--- config.mk ---
export PLATFORM = sky130hd
export DESIGN_NAME = square_bounce
export DESIGN_NICKNAME = d
export VERILOG_FILES = /design/src/rtl/video_pkg.sv /design/src/rtl/bounce_axis.sv /design/src/rtl/square_bounce.sv
export SDC_FILE = /design/constraint.sdc
export NUM_CORES = 1
export LEC_CHECK = 0
export CAP_MARGIN = 20
export CORE_UTILIZATION = 65
export CTS_BUF_LIST = sky130_fd_sc_hd__clkbuf_8
export DETAILED_ROUTE_END_ITERATION = 8
export DONT_BUFFER_PORTS = 1
export MAX_ROUTING_LAYER = met4
export PLACE_DENSITY = 0.81
export SYNTH_ARGS = -nofsm -noshare
export SYNTH_HDL_FRONTEND = slang
export SYNTH_SLANG_ARGS = --single-unit
--- constraint.sdc ---
create_clock -name clk_pix -period 6.4 [get_ports clk_pix]
set_input_delay 0.32 -clock clk_pix [delete_from_list [all_inputs] [get_ports clk_pix]]
set_output_delay 0.32 -clock clk_pix [all_outputs]
set_load 0.02 [all_outputs]
--- src/rtl/video_pkg.sv ---
// Shared 480p video definitions.
//   CORDW     : screen coordinate width in bits
//   H_RES     : active pixels per line
//   V_RES     : active lines per frame
//   rgb444_t  : 4:4:4 colour as packed r/g/b nibbles
package video_pkg;

  localparam int unsigned CORDW = 10;
  localparam int unsigned H_RES = 640;
  localparam int unsigned V_RES = 480;

  typedef struct packed {
    logic [3:0] r;
    logic [3:0] g;
    logic [3:0] b;
  } rgb444_t;

endpackage

--- src/rtl/bounce_axis.sv ---
// One axis of the bouncing square: position register plus direction flag.
// Advances by SPEED on each step, clamping to [0, LIM] and reversing at the
// limits.
//   clk_pix : pixel clock
//   rst_n   : asynchronous active-low reset (pos = START clamped to LIM)
//   step    : advance this cycle
//   pos     : current position (top-left corner on this axis)
//   reflect : this cycle's step would hit an edge (valid whenever step is high)
module bounce_axis #(
  parameter int unsigned CORDW = video_pkg::CORDW,
  parameter int unsigned LIM   = 608,
  parameter int unsigned SPEED = 2,
  parameter int unsigned START = 0
) (
  input  logic             clk_pix,
  input  logic             rst_n,
  input  logic             step,
  output logic [CORDW-1:0] pos,
  output logic             reflect
);

  localparam logic [CORDW-1:0] START_C = CORDW'((START > LIM) ? LIM : START);
  localparam logic [CORDW:0]   LIM_W   = (CORDW+1)'(LIM);
  localparam logic [CORDW:0]   SPD_W   = (CORDW+1)'(SPEED);

  logic           dir;     // 0 = positive, 1 = negative
  logic [CORDW:0] fwd;     // one bit wider so pos + SPEED cannot wrap
  logic           hit_hi;
  logic           hit_lo;

  always_comb begin
    fwd     = {1'b0, pos} + SPD_W;
    hit_hi  = (fwd >= LIM_W);
    hit_lo  = ({1'b0, pos} <= SPD_W);
    reflect = dir ? hit_lo : hit_hi;
  end

  always_ff @(posedge clk_pix or negedge rst_n) begin
    if (!rst_n) begin
      pos <= START_C;
      dir <= 1'b0;
    end else if (step) begin
      if (!dir) begin
        if (hit_hi) begin
          pos <= LIM_W[CORDW-1:0];
          dir <= 1'b1;
        end else begin
          pos <= fwd[CORDW-1:0];
        end
      end else begin
        if (hit_lo) begin
          pos <= '0;
          dir <= 1'b0;
        end else begin
          pos <= pos - SPD_W[CORDW-1:0];
        end
      end
    end
  end

endmodule

--- src/rtl/square_bounce.sv ---
// Moving-square renderer for the 480p VGA pipeline (clk_pix domain).
// Draws a SIZE x SIZE square in FG_RGB over BG_RGB and moves it once per
// frame, on the first pixel of vertical blank, reflecting off screen edges.
//   clk_pix, rst_n          : pixel clock, asynchronous active-low reset
//   sx, sy                  : beam position from display timings
//   hsync, vsync, de        : timing signals from display timings
//   run                     : 1 = animate, 0 = hold position
//   vga_hsync, vga_vsync    : syncs delayed 1 cycle
//   vga_r, vga_g, vga_b     : colour, 1 cycle latency (aligned with syncs)
//   bounce                  : 1-cycle pulse after an update that reflected
module square_bounce #(
  parameter int unsigned CORDW   = video_pkg::CORDW,
  parameter int unsigned H_RES   = video_pkg::H_RES,
  parameter int unsigned V_RES   = video_pkg::V_RES,
  parameter int unsigned SIZE    = 32,
  parameter int unsigned SPEED   = 2,
  parameter int unsigned START_X = 0,
  parameter int unsigned START_Y = 0,
  parameter logic [11:0] FG_RGB  = 12'hF80,
  parameter logic [11:0] BG_RGB  = 12'h08F
) (
  input  logic             clk_pix,
  input  logic             rst_n,
  input  logic [CORDW-1:0] sx,
  input  logic [CORDW-1:0] sy,
  input  logic             hsync,
  input  logic             vsync,
  input  logic             de,
  input  logic             run,
  output logic             vga_hsync,
  output logic             vga_vsync,
  output logic [3:0]       vga_r,
  output logic [3:0]       vga_g,
  output logic [3:0]       vga_b,
  output logic             bounce
);

  import video_pkg::*;

  localparam int unsigned    LIM_X  = H_RES - SIZE;
  localparam int unsigned    LIM_Y  = V_RES - SIZE;
  localparam logic [CORDW:0] SIZE_W = (CORDW+1)'(SIZE);
  localparam rgb444_t        FG     = FG_RGB;
  localparam rgb444_t        BG     = BG_RGB;

  logic             frame;
  logic             step;
  logic [CORDW-1:0] x;
  logic [CORDW-1:0] y;
  logic             refl_x;
  logic             refl_y;
  logic [CORDW:0]   x_end;
  logic [CORDW:0]   y_end;
  logic             q_draw;
  rgb444_t          pix;

  always_comb begin
    frame = (sy == CORDW'(V_RES)) && (sx == '0);
    step  = frame && run;
  end

  bounce_axis #(
    .CORDW (CORDW),
    .LIM   (LIM_X),
    .SPEED (SPEED),
    .START (START_X)
  ) u_axis_x (
    .clk_pix (clk_pix),
    .rst_n   (rst_n),
    .step    (step),
    .pos     (x),
    .reflect (refl_x)
  );

  bounce_axis #(
    .CORDW (CORDW),
    .LIM   (LIM_Y),
    .SPEED (SPEED),
    .START (START_Y)
  ) u_axis_y (
    .clk_pix (clk_pix),
    .rst_n   (rst_n),
    .step    (step),
    .pos     (y),
    .reflect (refl_y)
  );

  always_comb begin
    x_end  = {1'b0, x} + SIZE_W;
    y_end  = {1'b0, y} + SIZE_W;
    q_draw = (sx >= x) && ({1'b0, sx} < x_end) &&
             (sy >= y) && ({1'b0, sy} < y_end);
    pix    = de ? (q_draw ? FG : BG) : '0;
  end

  always_ff @(posedge clk_pix or negedge rst_n) begin
    if (!rst_n) begin
      vga_hsync <= 1'b0;
      vga_vsync <= 1'b0;
      vga_r     <= '0;
      vga_g     <= '0;
      vga_b     <= '0;
      bounce    <= 1'b0;
    end else begin
      vga_hsync <= hsync;
      vga_vsync <= vsync;
      vga_r     <= pix.r;
      vga_g     <= pix.g;
      vga_b     <= pix.b;
      // a frozen strobe leaves bounce as it was; any other cycle clears it
      if (frame) begin
        if (run) bounce <= refl_x || refl_y;
      end else begin
        bounce <= 1'b0;
      end
    end
  end

endmodule

After elaboration in Yosys (flattened, before gate mapping). Index checks and enable logic that the tools add are counted.

Register bits after elaboration: 37. Input port bits: 26. Output and inout bits: 15. Word-level logic and storage cells: 51.

Add/sub/neg operators: 6. Order comparisons: 8. Eq/ne operators: 2. Mux-type cells: 18. Reductions and logical operators: 7.

Operators with widths (count): $mux 10 (6); $mux 12 (2); $add 10x2->11 const B (2); $add 10x6->11 const B (2); $lt 10x11->1 (2); $ge 10x10->1 (2); $le 10x2->1 const B (2); $sub 10x2->10 const B (2); $ge 11x10->1 const B (1); $ge 11x9->1 const B (1); $eq 10x9->1 const B (1); $logic_not 10->1 (1); $mux 1 (10); $logic_and 1x1->1 (5); $ne 2x2->1 const B (1); $logic_or 1x1->1 (1).

Logic depth before layout (Yosys ltp). Gate-level depths: netlist (run 1).

Depth in word-level cells: 7. Gate-level depth with buffers: 11. Gate-level depth less buffers: 10.

Hierarchy. From an unflattened synthesis (run 1), not the netlist that was laid out.

Cell total of the unflattened synthesis: 384. Area total of the unflattened synthesis: 3076.7 um2.

Modules (own cells, without submodules): square_bounce (instances 1, cells an instance 146, area an instance 1204.9 um2, seq. area each 150.1 um2); bounce_axis at u_axis_x (instances 1, cells an instance 123, area an instance 954.7 um2, seq. area each 250.2 um2); bounce_axis at u_axis_y (instances 1, cells an instance 115, area an instance 917.1 um2, seq. area each 250.2 um2).

Worst setup path before layout (run 1). No wires, ideal clock.

Path type: reg-to-reg. Start point: register u_axis_x.pos[6]. End point: register vga_b[2]. Library setup time: 0.119 ns. Arrival time: 2.029 ns. Data required time: 6.281 ns. Setup slack: 4.252 ns. Cell stages (with the launch flop): 10. Path buffers: 0. Clock period less this slack: 2.148 ns. Cells stage by stage: dfrtp_1 ha_1 nand3_1 xnor2_1 ha_1 nor2b_1 a2111oi_0 a211o_1 nand4_1 and2_1.

Word-level cells in the longest chain between the ends: 7. Elaborated cells on any way between the ends: 8. Classes of those cells: 1 x add/sub; 2 x order compare; 2 x mux; 3 x reduce/logical.

RTL lines: from (decl) (line bounce_axis.sv:18) `output logic [CORDW-1:0] pos,`; from (signal assigned) (line bounce_axis.sv:45) `pos <= LIM_W[CORDW-1:0];`; from (signal assigned) (line bounce_axis.sv:48) `pos <= fwd[CORDW-1:0];`; from (signal assigned) (line bounce_axis.sv:55) `pos <= pos - SPD_W[CORDW-1:0];`; $add 10x6->11 (line square_bounce.sv:89) `x_end = {1'b0, x} + SIZE_W;`; $lt 10x11->1 (line square_bounce.sv:91) `q_draw = (sx >= x) && ({1'b0, sx} < x_end) &&`; $logic_and 1x1->1 * (2 in a row) (line square_bounce.sv:91); $logic_and 1x1->1 * (line square_bounce.sv:92) `(sy >= y) && ({1'b0, sy} < y_end);`; $mux 12 * (2 in a row) (line square_bounce.sv:93) `pix = de ? (q_draw ? FG : BG) : '0;`; to (signal assigned) (line square_bounce.sv:109) `vga_b <= pix.b;`; to (decl) (line square_bounce.sv:34) `output logic [3:0] vga_b,`.

Every way passes the cells marked *; elsewhere a longest branch is shown, timed or not. A chain may end at the register's enable or synchronous reset.

Worst setup path in the final report (run 1).
Start point: register u_axis_x.pos[5]. End point: register vga_b[2].

Same word-level chain as after synthesis.

==> impl_metrics.json, run 1 <==
{
  "status": "complete, no violations",
  "antenna_found_initial": 0,
  "layout_commonest_cell": "ha_1",
  "htree_levels": 1,
  "critPathMaxFanout": 12,
  "timing.rr.start": "u_axis_x.pos[5]$_DFFE_PN0P_",
  "finalMaxSlewViolations": 0,
  "portBuffers": 0,
  "synth.top_cell.area_share": 0.227,
  "ys_ff_latch": 26,
  "synth.distinct_cells": 64,
  "tightest_slew_ns": 0.960,
  "ios": 41,
  "vdd_drop_max_uv": 89.0,
  "cts_buffers": 3,
  "setup_violations": 0,
  "yosysTopAreaCell": "dfrtp_1",
  "antenna_left": 0,
  "wl_mm": 6.77,
  "antenna_cells": 0,
  "synthesis.area_sq_um": 2870,
  "dieWidth_um": 68.5,
  "async_reset_ff_frac": 1.00,
  "path_class": "register to register",
  "instances_no_fill": 375,
  "grt_max_degree": 30,
  "hold_path.class": "input port to register",
  "min_from": "de",
  "clk_latency_ns": 0.27,
  "drc": 0,
  "synth.area.top_cells": "dfrtp_1 (23%), ha_1 (17%), a21oi_1 (5.1%)",
  "fin_skew_ns": 0.0106,
  "grtUsageTotal": 0.324,
  "power_switching_mw": 0.0726,
  "path_clk_slew_ns": 0.10,
  "post_cts_buffers": 0,
  "cts_buffer_depth": 2,
  "drt_pass1_iterations": 7,
  "cts-root-buf": "clkbuf_8",
  "yosysWarnings": 0,
  "min_path_cells": 0,
  "drive_above_1_share": 0.0585,
  "numPlacedInstances": 370,
  "max_slew_margin": 0.360,
  "cap_violations": 0,
  "core_area_sq_um": 4120,
  "mostFrequentLayoutCells": "ha_1 (38), a21oi_1 (29), inv_1 (26), dfrtp_1 (26), o21ai_0 (23)",
  "final.min_clock_period_ns": 2.54,
  "vias_per_cell": 6.86,
  "overflow": 0,
  "reg2reg_slack_ns": 3.86,
  "pwr-share-seq": 0.582,
  "swShare": 0.248,
  "rsz0062_at_grt": "no",
  "cts_tree": "done",
  "p_leak_nw": 1.10,
  "synthCells": 343,
  "max_freq_ghz": 0.394,
  "fp.dieH_um": 68.5,
  "area_growth_pct": -1.31,
  "syn_avg_cell_area_sq_um": 8.37,
  "place_congestion": 0.929,
  "start_util": 0.697,
  "p_per_area_nw_per_um2": 103,
  "r2r_cells": 9,
  "ctsHoldBuffers": 2,
  "hold_slack_ns": 0.0626,
  "cts_resized": 0,
  "final.setup.tns_ns": 0,
  "first_iter_violations": 218,
  "timing.final.crit_share": 0.397,
  "clkPwrFrac": 0.326,
  "start_kind": "register",
  "post_drt_wl_per_cell_um": 18.0,
  "endpoint_kind": "register",
  "dp_hpwl_mm": 5.13,
  "comb_power_share": 0.092,
  "total_power_mw": 0.292,
  "holdPathEnd": "vga_g[3]$_DFF_PN0_",
  "cp_data_arrival_time_ns": 2.72,
  "power.internal_mw": 0.220,
  "clock-sinks": 26,
  "dr_total_vias": 2571,
  "final_nets": 391,
  "grt_pass1_vias": 2256,
  "die-area_sq_um": 4690,
  "worst_r2r_endpoint": "vga_b[2]$_DFF_PN0_",
  "synth_edf_count": 0,
  "rows": 23,
  "synth_flop_cell": "dfrtp_1",
  "hold_viol": 0,
  "grt_pass1_wl_mm": 10.8,
  "seq_area_frac_synth": 0.227,
  "critical_path_required_ns": 6.58
}
## per-stage QoR
stage                     setup WS (ns)  utilization  cell area, sq um
after floorplan                    4.25            -              2880
after CTS                          3.90        0.688              2830
final                              3.86        0.688              2830
after global routing               3.66        0.688              2830
after global placement             3.89        0.671              2760
after detailed placement           3.84        0.671              2760
## cell usage after synthesis, types with 5 or more instances
cell	count
nand2_1	16
o21a_1	5
nor2_1	15
o21ai_0	23
a21oi_1	29
and4_1	5
nand4_1	12
nor3_1	19
ha_1	38
buf_2	8
nand3_1	16
inv_1	26
buf_4	12
xnor2_1	8
a31oi_1	5
dfrtp_1	26
## layer usage
layer / global-route usage / part of all wire / wire length, um / vias to the layer above
li1: - / - / - / 1256
met1: 0.476 / 0.48 / 3230 / 1162
met2: 0.483 / 0.42 / 2810 / 147
met3: 0.0350 / 0.10 / 679 / 6
met4: 0.0495 / 0.0065 / 44 / 0
met5: - / 0 / 0 / -
## state kept, by name, summed over array words and instances (netlist names)
register      count
bounce            1
vga_hsync         1
u_axis_y.dir      1
u_axis_y.pos      9
vga_vsync         1
vga_g             1
vga_r             1
vga_b             1
u_axis_x.pos      9
u_axis_x.dir      1
## worst max-delay path, cell delays in order (launching register included)
cell and delay (ns):
dfrtp_1 0.60, ha_1 0.31, nand3_1 0.11, xnor2_1 0.15, ha_1 0.29, nor2b_1 0.14
a2111oi_0 0.36, a211o_1 0.18, nand4_1 0.12, and2_1 0.19
## power by group through the flow
stage               logic [mW]  clock network [mW]  registers, mW
global route            0.0319               0.102          0.171
floorplan               0.0226                   0          0.171
finish                  0.0270              0.0953          0.170
CTS                     0.0271              0.0978          0.170
global placement        0.0207                   0          0.174
detailed placement      0.0214                   0          0.174
## worst max path at each step
stage	start	to	slack, ns
2_1_floorplan	u_axis_x.pos[6]$_DFFE_PN0P_	vga_b[2]$_DFF_PN0_	4.25
3_3_place_gp	sy[9]	u_axis_y.dir$_DFFE_PN0P_	3.89
3_5_place_dp	sy[9]	u_axis_y.dir$_DFFE_PN0P_	3.84
4_1_cts	u_axis_x.pos[5]$_DFFE_PN0P_	vga_b[2]$_DFF_PN0_	3.90
5_1_grt	u_axis_y.pos[5]$_DFFE_PN0P_	vga_b[2]$_DFF_PN0_	3.66
6_report	u_axis_x.pos[5]$_DFFE_PN0P_	vga_b[2]$_DFF_PN0_	3.86
## cell families (layout without fill, tap and decap cells)
family,count (synthesis),in the layout,synth area share
mux,2,2,0.00741
compound gates,102,102,0.243
other cells,1,3,0.00131
buf+inv,51,31,0.0963
fa+ha+maj,38,38,0.166
simple gates,115,115,0.235
xor+xnor,8,8,0.0244
flops,26,26,0.227
## layout make-up
type                            instances  area [sq um]
Clock buffer                            3          41.3
Inverter                               26          97.6
Sequential cell                        26           651
Multi-Input combinational cell        268          1950
Tap cell                               50          62.6
Timing Repair Buffer                    2          30.0
Fill cell                             345          1280
Power figures use the tool's default switching activity.
==> inputs of run 2 (changes only) <==
Settings changed: CORE_UTILIZATION 65 to 60, PLACE_DENSITY 0.81 to 0.79.
Clock period 6.4 ns to 2.2 ns, I/O delays scaled along.
==> run 2 against run 1 <==
  * The run now ends with design-rule violations left
  * Clock power grew to 3.0 times the previous value
  * Final cell count grew 13%
  * Non-clock buffer count grew 45
  * First-iteration DRC count shrank 23%
  * Worst setup slack lost 3.8 ns
  * Critical endpoint is now u_axis_y.pos[3]$_DFFE_PN0P_
  * Flip-flop and latch count is the same
  * Global-route usage shrank 1.9 points
  * Highest routed layer unchanged
  * Maximum frequency grew 18%
  * Critical path type unchanged
==> impl_metrics.json, run 2 (synthesis gave the netlist of run 1 again) <==
{
  "swShare": 0.259,
  "mostFrequentLayoutCells": "buf_4 (42), ha_1 (35), a21oi_1 (27), inv_1 (25), dfrtp_1 (24)",
  "portBuffers": 0,
  "endpoint_kind": "register",
  "timing.final.crit_share": 0.981,
  "met1_length_mm": 3.36,
  "layout_commonest_cell": "buf_4",
  "placed_area_sq_um": 3050,
  "cts_tree": "done",
  "rows": 24,
  "dr_total_vias": 2819,
  "grtUsageTotal": 0.305,
  "clkPwrFrac": 0.332,
  "critPathMaxFanout": 6,
  "total_power_mw": 0.873,
  "area_growth_pct": 12.8,
  "critical_path_required_ns": 2.39,
  "grt_pass1_wl_mm": 11.7,
  "largestRegisters": "u_axis_x.pos: 9 flops, u_axis_y.pos: 9 flops",
  "path_clk_slew_ns": 0.10,
  "hold_viol": 0,
  "post_drt_wl_per_cell_um": 17.7,
  "ios": 41,
  "htree_levels": 1,
  "drc": 5,
  "start_util": 0.641,
  "hold_slack_ns": 0.0345,
  "power_switching_mw": 0.226,
  "wl_mm": 7.49,
  "core_area_sq_um": 4470,
  "clk_latency_ns": 0.28,
  "p_leak_nw": 1.32,
  "crit_slowest_cell": "a2111oi_1",
  "cts_buffer_depth": 2,
  "finalMaxSlewViolations": 0,
  "fp.dieH_um": 71.2,
  "place_congestion": 0.972,
  "max_slew_margin": 0.533,
  "cp_cell_sequence": "ha_1, and3_1, a2111oi_1, o21a_2, o2bb2ai_4, a22oi_1, o311ai_2",
  "top_layer_used": "met4",
  "hold_path.class": "input port to register",
  "vdd_drop_max_uv": 233,
  "p_per_area_nw_per_um2": 270,
  "tightest_slew_ns": 0.701,
  "cts_buffers": 3,
  "fin_skew_ns": 0.00674,
  "drive_above_1_share": 0.203,
  "dieWidth_um": 71.2,
  "final_area_sq_um": 3240,
  "grt_max_degree": 27,
  "max_freq_ghz": 0.464,
  "path_class": "register to register",
  "clock-sinks": 26,
  "overflow": 0,
  "comb_power_share": 0.101,
  "reg2reg_slack_ns": 0.04,
  "antenna_left": 0,
  "vias_per_cell": 6.68,
  "cts-root-buf": "clkbuf_8",
  "rsz0062_at_grt": "yes",
  "antenna_cells": 0,
  "max_stage_delay_ns": 0.43,
  "grt_pass1_vias": 2525,
  "antenna_found_initial": 0,
  "start_kind": "register",
  "final.min_clock_period_ns": 2.16,
  "violations": "design-rule violations",
  "first_iter_violations": 167,
  "power.internal_mw": 0.647,
  "drt_pass1_iterations": 8,
  "final_nets": 436,
  "dp_hpwl_mm": 5.70,
  "cap_violations": 0,
  "setup_violations": 0,
  "status": "finished with violations",
  "pwr-share-seq": 0.567,
  "die-area_sq_um": 5060,
  "met3_length_um": 634,
  "cp_data_arrival_time_ns": 2.34,
  "met2_length_mm": 3.40
}
==> run 2: cell count changes in the layout (fill, tap and decap cells not counted), moves of 2 or more <==
| cell | delta |
|---|---|
| buf_4 | +42 |
| a21oi_1 | -2 |
| ha_2 | +2 |
| ha_1 | -3 |
| dfrtp_1 | -2 |
| dfrtp_2 | +2 |
| nand2_2 | +2 |
| a21oi_2 | +2 |
| dlygate4sd3_1 | +3 |
| nand2_1 | -2 |
==> run 2: worst max-delay path, delay by kind of cell, from the launching register on <==
kind                       cells  cell delay (ns)
AOI/OAI and AO/OA              5             1.21
DFF                            1             0.40
adders and majority gates      1             0.21
and+or+nand+nor                1             0.23
==> run 2: final timing paths <==
path                                          endpoint                   startpoint  depth (start not counted)
min                        u_axis_x.pos[2]$_DFFE_PN0P_                          run                          2
max                        u_axis_y.pos[3]$_DFFE_PN0P_  u_axis_y.pos[1]$_DFFE_PN0P_                          7
min in group asynchronous           vga_r[2]$_DFF_PN0_                        rst_n                          2
max reg2reg                u_axis_y.pos[3]$_DFFE_PN0P_  u_axis_y.pos[1]$_DFFE_PN0P_                          7
min reg2reg                u_axis_x.pos[2]$_DFFE_PN0P_  u_axis_x.pos[2]$_DFFE_PN0P_                          2
max in group asynchronous  u_axis_y.pos[4]$_DFFE_PN0P_                        rst_n                          2
==> run 2: stage by stage <==
step                std cells  utilization  setup WS, ns  setup TNS (ns)
finish                    422        0.724        0.0426               0
global route              422        0.724       -0.0457          -0.162
CTS                       419        0.706        0.0292               0
detailed placement        410        0.681       -0.0258         -0.0258
global placement          410        0.681        0.0594               0
floorplan                 345            -        0.0522               0
==> run 2: cell type report <==
class | count | area, sq um
Sequential cell | 26 | 653
Tap cell | 52 | 65.1
Multi-Input combinational cell | 268 | 2010
Fill cell | 351 | 1240
Clock buffer | 3 | 41.3
Inverter | 26 | 97.6
Timing Repair Buffer | 47 | 375
==> run 2: what timing repair did <==
action,in CTS,in global routing
hold endpoints to repair,31,0
hold buffers,5,0
gates resized for setup,1,16
buffers inserted,1,3
setup endpoints to repair,1,8
pin swaps,0,5
==> run 2: power groups by stage <==
stage	Sequential (mW)	Combinational [mW]	Clock, mW
floorplan	0.499	0.0657	0
global placement	0.504	0.0602	0
detailed placement	0.505	0.0635	0
CTS	0.495	0.0853	0.288
global route	0.496	0.101	0.298
finish	0.495	0.0886	0.290
==> run 2: layer usage <==
layer,up-vias,GRT usage
li1,1339,-
met1,1316,0.433
met2,150,0.469
met3,14,0.0399
met4,0,0.0578
met5,-,-
